==> src/rtl/csi2rx_rgb888_b2p.sv <==
// csi2rx_rgb888_b2p: unpacks a stream of 32-bit CSI-2 payload dwords into
// 24-bit RGB888 pixels. Every three full dwords produce four pixels. The block
// handles the partial dword at the end of a line and flags line lengths that
// are not a whole number of pixels.
module csi2rx_rgb888_b2p (
  input  logic        clk,
  input  logic        rst_n,
  input  logic        rgb888_convrn_enable,
  input  logic [31:0] dw,
  input  logic        dw_vld,
  input  logic        dw_last,
  input  logic [2:0]  dw_nbytes,
  output logic        dw_rdy,
  output logic [23:0] pixel_data,
  output logic        pixel_vld,
  output logic        pixel_last,
  input  logic        pixel_rdy,
  output logic        len_err
);

  // The phase is the number of bytes currently held in the residue register.
  typedef enum logic [1:0] {
    PH_0 = 2'd0,
    PH_1 = 2'd1,
    PH_2 = 2'd2,
    PH_3 = 2'd3
  } phase_e;

  phase_e      phase_q, phase_d;
  logic [23:0] res_q, res_d;
  logic        last_pend_q, last_pend_d;
  logic [23:0] pixel_data_q, pixel_data_d;
  logic        pixel_vld_q, pixel_vld_d;
  logic        pixel_last_q, pixel_last_d;
  logic        len_err_q, len_err_d;

  logic        out_load;
  logic        accept;
  logic [2:0]  nbytes;
  logic [3:0]  total;
  logic [23:0] phase_pix;
  logic [23:0] phase_res;
  phase_e      phase_nxt;

  // Handshake: the output register may load when it is empty or being drained.
  // dw_rdy depends only on registered state, enable and pixel_rdy.
  always_comb begin
    out_load = !pixel_vld_q || pixel_rdy;
    dw_rdy   = rgb888_convrn_enable && out_load && (phase_q != PH_3);
    accept   = dw_vld && dw_rdy;
  end

  // Byte steering for an accepted dword in the current phase.
  always_comb begin
    phase_pix = dw[23:0];
    phase_res = {16'd0, dw[31:24]};
    phase_nxt = PH_1;
    unique case (phase_q)
      PH_1: begin
        phase_pix = {dw[15:0], res_q[7:0]};
        phase_res = {8'd0, dw[31:16]};
        phase_nxt = PH_2;
      end
      PH_2: begin
        phase_pix = {dw[7:0], res_q[15:0]};
        phase_res = dw[31:8];
        phase_nxt = PH_3;
      end
      default: ;
    endcase
    nbytes = dw_last ? dw_nbytes : 3'd4;
    total  = {2'd0, phase_q} + {1'b0, nbytes};
  end

  // Next-state logic for the residue, phase and output register.
  always_comb begin
    // NOTE: every signal assigned here gets a default first so no latch is inferred.
    phase_d      = phase_q;
    res_d        = res_q;
    last_pend_d  = last_pend_q;
    pixel_data_d = pixel_data_q;
    pixel_vld_d  = pixel_vld_q;
    pixel_last_d = pixel_last_q;
    len_err_d    = len_err_q;

    if (!rgb888_convrn_enable) begin
      phase_d      = PH_0;
      res_d        = '0;
      last_pend_d  = 1'b0;
      pixel_data_d = '0;
      pixel_vld_d  = 1'b0;
      pixel_last_d = 1'b0;
      len_err_d    = 1'b0;
    end else if (out_load) begin
      if (phase_q == PH_3) begin
        // Three residue bytes form a whole pixel without consuming a dword.
        pixel_data_d = res_q;
        pixel_vld_d  = 1'b1;
        pixel_last_d = last_pend_q;
        phase_d      = PH_0;
        res_d        = '0;
        last_pend_d  = 1'b0;
      end else if (accept) begin
        if (!dw_last) begin
          pixel_data_d = phase_pix;
          pixel_vld_d  = 1'b1;
          pixel_last_d = 1'b0;
          phase_d      = phase_nxt;
          res_d        = phase_res;
        end else if (nbytes == 3'd0 || nbytes > 3'd4) begin
          pixel_vld_d  = 1'b0;
          pixel_last_d = 1'b0;
          len_err_d    = 1'b1;
          phase_d      = PH_0;
          res_d        = '0;
          last_pend_d  = 1'b0;
        end else if (total == 4'd6) begin
          // Line ends exactly after the residue pixel that follows.
          pixel_data_d = phase_pix;
          pixel_vld_d  = 1'b1;
          pixel_last_d = 1'b0;
          phase_d      = PH_3;
          res_d        = phase_res;
          last_pend_d  = 1'b1;
        end else if (total >= 4'd3) begin
          // Exactly 3 bytes is a clean line end; 4 or 5 leaves stray bytes.
          pixel_data_d = phase_pix;
          pixel_vld_d  = 1'b1;
          pixel_last_d = 1'b1;
          phase_d      = PH_0;
          res_d        = '0;
          if (total != 4'd3) len_err_d = 1'b1;
        end else begin
          // Fewer than 3 bytes left in the line: no pixel can be formed.
          pixel_vld_d  = 1'b0;
          pixel_last_d = 1'b0;
          len_err_d    = 1'b1;
          phase_d      = PH_0;
          res_d        = '0;
        end
      end else begin
        pixel_vld_d  = 1'b0;
        pixel_last_d = 1'b0;
      end
    end
  end

  // State register with synchronous active-low reset.
  always_ff @(posedge clk) begin
    // NOTE: sequential state uses non-blocking assignments so all flops update together.
    if (!rst_n) begin
      phase_q      <= PH_0;
      res_q        <= '0;
      last_pend_q  <= 1'b0;
      pixel_data_q <= '0;
      pixel_vld_q  <= 1'b0;
      pixel_last_q <= 1'b0;
      len_err_q    <= 1'b0;
    end else begin
      phase_q      <= phase_d;
      res_q        <= res_d;
      last_pend_q  <= last_pend_d;
      pixel_data_q <= pixel_data_d;
      pixel_vld_q  <= pixel_vld_d;
      pixel_last_q <= pixel_last_d;
      len_err_q    <= len_err_d;
    end
  end

  assign pixel_data = pixel_data_q;
  assign pixel_vld  = pixel_vld_q;
  assign pixel_last = pixel_last_q;
  assign len_err    = len_err_q;

endmodule

==> config.mk <==
export PLATFORM = sky130hd
export DESIGN_NAME = csi2rx_rgb888_b2p
export DESIGN_NICKNAME = d
export VERILOG_FILES = /design/src/rtl/csi2rx_rgb888_b2p.sv
export SDC_FILE = /design/constraint.sdc
export NUM_CORES = 1
export LEC_CHECK = 0
export CAP_MARGIN = 25
export CELL_PAD_IN_SITES_DETAIL_PLACEMENT = 2
export CELL_PAD_IN_SITES_GLOBAL_PLACEMENT = 2
export CORE_MARGIN = 4
export CORE_UTILIZATION = 32
export DETAILED_ROUTE_END_ITERATION = 10
export PLACE_DENSITY = 0.87
export SYNTH_ARGS = -nofsm -noshare
export SYNTH_HDL_FRONTEND = slang
export SYNTH_SLANG_ARGS = --single-unit
==> constraint.sdc <==
create_clock -name clk -period 5.5 [get_ports clk]
set_input_delay 0.55 -clock clk [delete_from_list [all_inputs] [get_ports clk]]
set_output_delay 0.55 -clock clk [all_outputs]
set_load 0.01 [all_outputs]
== Yosys cells after proc, flatten, opt, wreduce, memory -nomap -nowiden ==
Cells that the tools add are included.

* Input bits: 41
* Output and inout port bits: 28
* Register bits: 54

* Equal/unequal tests: 10
* Bitwise gates (word level): 1
* Reductions and logical operators: 15
* Add/subtract/negate cells: 1
* Magnitude comparators: 2
* Muxes and demuxes: 40

{| class="wikitable"
|+ Operators with widths
! cell !! number
|-
| 2-to-1 mux 24 bit || 11
|-
| one-hot mux 24 bit (2 select lines) || 2
|-
| 2-to-1 mux 1 bit || 20
|-
| 2-to-1 mux 2 bit || 5
|-
| AND reduction 4 bit || 2
|-
| AND reduction 6 bit || 1
|-
| adder 2 x 3 -> 4 bit || 1
|-
| equality test 2 bit (second input constant) || 2
|-
| equality test 4 x 3 -> 1 bit (second input constant) || 1
|-
| greater-or-equal comparator 4 x 2 -> 1 bit (second input constant) || 1
|-
| != test 2 bit (second input constant) || 2
|-
| != test 4 x 1 -> 1 bit (second input constant) || 1
|-
| != test 4 x 2 -> 1 bit (second input constant) || 1
|-
| one-hot mux 2 bit (2 select lines) || 1
|-
| AND reduction 2 bit || 2
|-
| nonzero test 2 bit || 2
|-
| > comparator 3 bit (second input constant) || 1
|-
| logical AND 1 bit || 3
|-
| logical NOT 3 bit || 1
|-
| 2-to-1 mux 3 bit || 1
|-
| != test 3 x 2 -> 1 bit (second input constant) || 1
|-
| != test 3 bit (second input constant) || 1
|-
| nonzero test 3 bit || 1
|-
| equality test 2 x 1 -> 1 bit (second input constant) || 1
|-
| other kinds (3) || 4
|}

== Logic depth before layout (Yosys ltp) ==
* Depth after elaboration: 9
* Gate-level depth with buffers: 9

== Worst setup path before layout ==
Ideal clock, no wire load.

* Path type: input-to-reg
* Start: input dw_last
* End: register pixel_data_q[10] (netlist: pixel_data[10])
* Cell stages on the path: 9
* Arrival time: 2.593 ns
* Required time: 5.428 ns
* Setup slack: 2.835 ns
* Cell sequence: clkbuf_2 -> and2_1 -> ha_1 -> fa_1 -> nor3b_1 -> a211oi_2 -> a31oi_4 -> buf_4 -> mux2i_1

* Word-level cells in the longest chain between the ends: 8

{| class="wikitable"
|+ Ends and longest elaborated chain
! item !! RTL line !! text
|-
| start: declaration || 11 || <nowiki>input logic dw_last,</nowiki>
|-
| 2-to-1 mux 3 bit || 71 || <nowiki>nbytes = dw_last ? dw_nbytes : 3'd4;</nowiki>
|-
| adder 2 x 3 -> 4 bit || 72 || <nowiki>total = {2'd0, phase_q} + {1'b0, nbytes};</nowiki>
|-
| equality test 4 x 3 -> 1 bit || 117 || <nowiki>end else if (total == 4'd6) begin</nowiki>
|-
| 2-to-1 mux 24 bit || 117 ||
|-
| 2-to-1 mux 24 bit || 110 || <nowiki>end else if (nbytes == 3'd0 || nbytes > 3'd4) begin</nowiki>
|-
| 2-to-1 mux 24 bit || 104 || <nowiki>if (!dw_last) begin</nowiki>
|-
| 2-to-1 mux 24 bit || 103 || <nowiki>end else if (accept) begin</nowiki>
|-
| 2-to-1 mux 24 bit || 95 || <nowiki>if (phase_q == PH_3) begin</nowiki>
|-
| end signal: assignment || 163 || <nowiki>pixel_data_q <= pixel_data_d;</nowiki>
|-
| end: declaration || 32 || <nowiki>logic [23:0] pixel_data_q, pixel_data_d;</nowiki>
|}

Several ways; a longest one is shown, not always the timed one. The select of a mux whose other input is x is not followed.
A chain may end at the register's enable or synchronous reset.

== Worst setup path in the final report ==
* Start: input dw_last
* End: register pixel_data_q[4] (netlist: pixel_data[4])

Same word-level chain as after synthesis.

==> metrics.md <==
| Metric | Value |
|---|---|
| Clock transition at path regs | `around 0.10 ns` |
| Slowest stage delay, CP | `between 0.8 and 0.9 ns` |
| Worst EP required | `5.73 ns` |
| Via count | `3221` |
| Hold_buf cts | `0` |
| Cell area power density | `201.7 nW/µm²` |
| Hold Crit Class | `register to register` |
| Core Footprint | `9729 µm²` |
| Largest fanout on the critical path | `16` |
| Layout cells sized above 1 | `5.787%` |
| Cell taking the most area after synthesis | `dfxtp_1` |
| DRT Pass-1 Iters | `5` |
| Maxcap violations | `0` |
| Routed WL | `11800 µm` |
| Synth area leaders | `dfxtp_1 (34%), nand2_1 (8.2%), o21ai_0 (6.2%)` |
| Mapped Area | `3169 µm²` |
| Syn avg cell area | `8.297 µm²` |
| Die Span X | `107.5 µm` |
| Post_cts resized | `0` |
| Critical path type | `input port to register` |
| Die area | `11560 µm²` |
| Num CTS Buffers | `5` |
| Crit path cell chain | `clkdlybuf4s50_1 -> and2_1 -> ha_1 -> fa_1 -> nand2_1 -> nand4_1 -> a31oi_4 -> mux2i_1` |
| H-tree depth | `2` |
| Slew HR | `38.51%` |
| Ys flop type | `dfxtp_1` |
| Setup TNS | `0 ns` |
| Setup repair bufs after CTS | `0` |
| Via/cell ratio | `between 5 and 6` |
| CP max stage cell | `a31oi_4` |
| Layout area overhead | `27.71%` |
| Top Ports | `just under 70` |
| Site Rows | `36` |
| Placed Area | `3915 µm²` |
| Yosys reg bits | `54` |
| FMAX | `273.5 MHz` |
| Metal-1 WL | `slightly above 5000 µm` |
| Syn Inst Count | `382` |
| Total Routing Usage GR | `around a fifth` |
| Startpoint Class | `input port` |
| Routed Antenna Nets | `0` |
| Nets | `480` |
| Arrival time at the worst endpoint | `~3.9 ns` |
| CTS tree | `built` |
| Crit share post-route | `about two thirds` |
| Register area share after synthesis | `34.11%` |
| Post-DP HPWL | `8327 µm` |
| Top routing layer used | `met4` |
| Initial antenna violation count | `0` |
| Count of cell types in the netlist | `53` |
| N_diodes | `0` |
| IO Port Bufs | `about 70` |
| Global route overflow | `0` |
| IR drop worst, VDD | `0.1002 mV` |
| Iter 0 DRT Violations | `151` |
| Die height | `107.5 µm` |
| Fillers | `between 1000 and 1500` |
| Worst slew pin tran | `0.9189 ns` |
| Worst clock skew | `about 0.013 ns` |
| Clk_lat worst skew | `a little over 0.3 ns` |
| Avg WL per Cell | `20.88 µm` |
| Worst path bufs/invs | `1` |
| Hold Fails Final Rpt | `0` |
| Initial core utilization | `approximately a third` |
| Met2 routed WL | `6056 µm` |
| EDFF count, synth | `0` |
| Most frequent cells in the layout | `nand2_1 (69), clkdlybuf4s50_1 (68), dfxtp_1 (54), o21ai_0 (39), a22oi_1 (23)` |
| Design Area, Final | `4048 µm²` |
| Largest net degree at the start of global routing | `52` |
| Commonest non-fill, non-tap cell in the layout | `nand2_1` |
| Met3 wire length | `416 µm` |
| Clock root cell | `clkbuf_8` |
| Pleak | `1.413 nW` |
| Status | `completed` |
| Vias in the first global route | `3390` |
| Endpoint class of the critical path | `register` |
| Post-synth net total | `430` |
| Clock sink count | `54` |
| Asr flop ratio synth | `0%` |
| Pins Over Slew Limit | `0` |
| First-pass GRT wire length | `18400 µm` |
| Top-area cell type share of the netlist area | `34.11%` |
| Yosys warning count | `0` |
| Post-layout minimum cycle time | `3.657 ns` |
| DRC viols | `0` |
| Final setup vio count | `0` |
| RSZ-0062 raised after global routing | `no` |
| CTS max path bufs | `2` |
| CP top delay family | `compound AO/OA/AOI/OAI gates` |
| Global placement routability congestion | `approximately 0.82` |
| Total power | `0.8164 mW` |
==> worst reg2reg max path, stage by stage (launching register included) <==
cell and delay, ns:
dfxtp_1 0.48, ha_1 0.24, fa_1 0.47, nand2_1 0.13, nand4_1 0.46, a31oi_4 0.88
mux2i_1 0.28
==> stage by stage <==
stage | worst slack (ns) | cells | utilization [%] | hold slack, ns
2_1_floorplan | 2.835 | 382 | - | 0.4185
5_1_grt | 1.662 | 565 | 41.60 | 0.4854
3_5_place_dp | 1.597 | 556 | 40.24 | 0.4367
6_report | 1.843 | 565 | 41.60 | 0.4558
3_3_place_gp | 1.786 | 556 | 40.24 | 0.4293
4_1_cts | 1.914 | 563 | 41.06 | 0.4599
==> metal layers <==
layer  GRT usage [%]  vias to the layer above
li1                -                     1510
met1           24.90                     1631
met2           36.72                       68
met3           2.579                       12
met4           5.500                        0
met5               0                        -
==> cells by family (layout without fill, tap and decap cells) <==
| logic type | Yosys count | after routing | synth area share [%] |
|---|---|---|---|
| adder cells (fa/ha/maj) | 7 | 7 | 3.000 |
| multiplexers | 16 | 16 | 5.053 |
| buffers and inverters | 37 | 87 | 4.974 |
| AND/OR/NAND/NOR | 116 | 116 | 18.28 |
| AO/OA/AOI/OAI | 152 | 152 | 34.58 |
| flip-flops | 54 | 54 | 34.11 |
==> Yosys cell counts, types with 2 or more instances <==
master     instances
o2111ai_1          2
a21oi_1           12
and2_1            11
a22oi_1           23
nand3b_1           9
mux2i_1           16
nand2b_1           4
nand2_1           69
inv_1              4
and3_1             3
o211ai_1           8
nor2_1             4
nor2b_1            3
o31ai_1            9
dfxtp_1           54
a21boi_0          17
buf_2              5
a22o_1             9
o21ai_0           39
ha_1               6
nand4_1            2
a211oi_1           8
nor3_1             4
a311oi_1           9
a31o_2             2
clkbuf_1          23
==> cell type report <==
type	instances	area [µm²]	share of cell area (%)
clock buffer	6	72.57	1.793
clock inverter	1	7.507	0.1855
inverter	5	18.77	0.4637
multi-input combinational	291	1931	47.70
sequential	54	1081	26.71
tap	133	166.4	4.111
timing repair buffer	75	770.7	19.04
==> sequential cells by signal, summed over array words and instances, names as in the netlist <==
name and cells:
res_q 24, len_err 1, last_pend_q 1, phase_q 2, pixel_last 1, pixel_vld 1, pixel_data 24
==> worst paths after layout <==
kind                                start  cells past startpoint                    endpoint  slack, ns
setup / recovery                  dw_last                      8  pixel_data[4]$_SDFFE_PN0P_       1.84
hold / removal     res_q[11]$_SDFFE_PN0P_                      2      res_q[11]$_SDFFE_PN0P_       0.46
setup reg to reg  phase_q[0]$_SDFFE_PN0P_                      6  pixel_data[4]$_SDFFE_PN0P_       2.49
hold reg to reg    res_q[11]$_SDFFE_PN0P_                      2      res_q[11]$_SDFFE_PN0P_       0.46
==> report_power, final <==
part           leakage [nW]  internal [mW]  switching (mW)  total [mW]
logic                 0.939         0.0824          0.0997       0.182
registers             0.437          0.400         0.00577       0.405
clock network        0.0373         0.0881           0.141       0.229
Power figures use the tool's default switching activity.
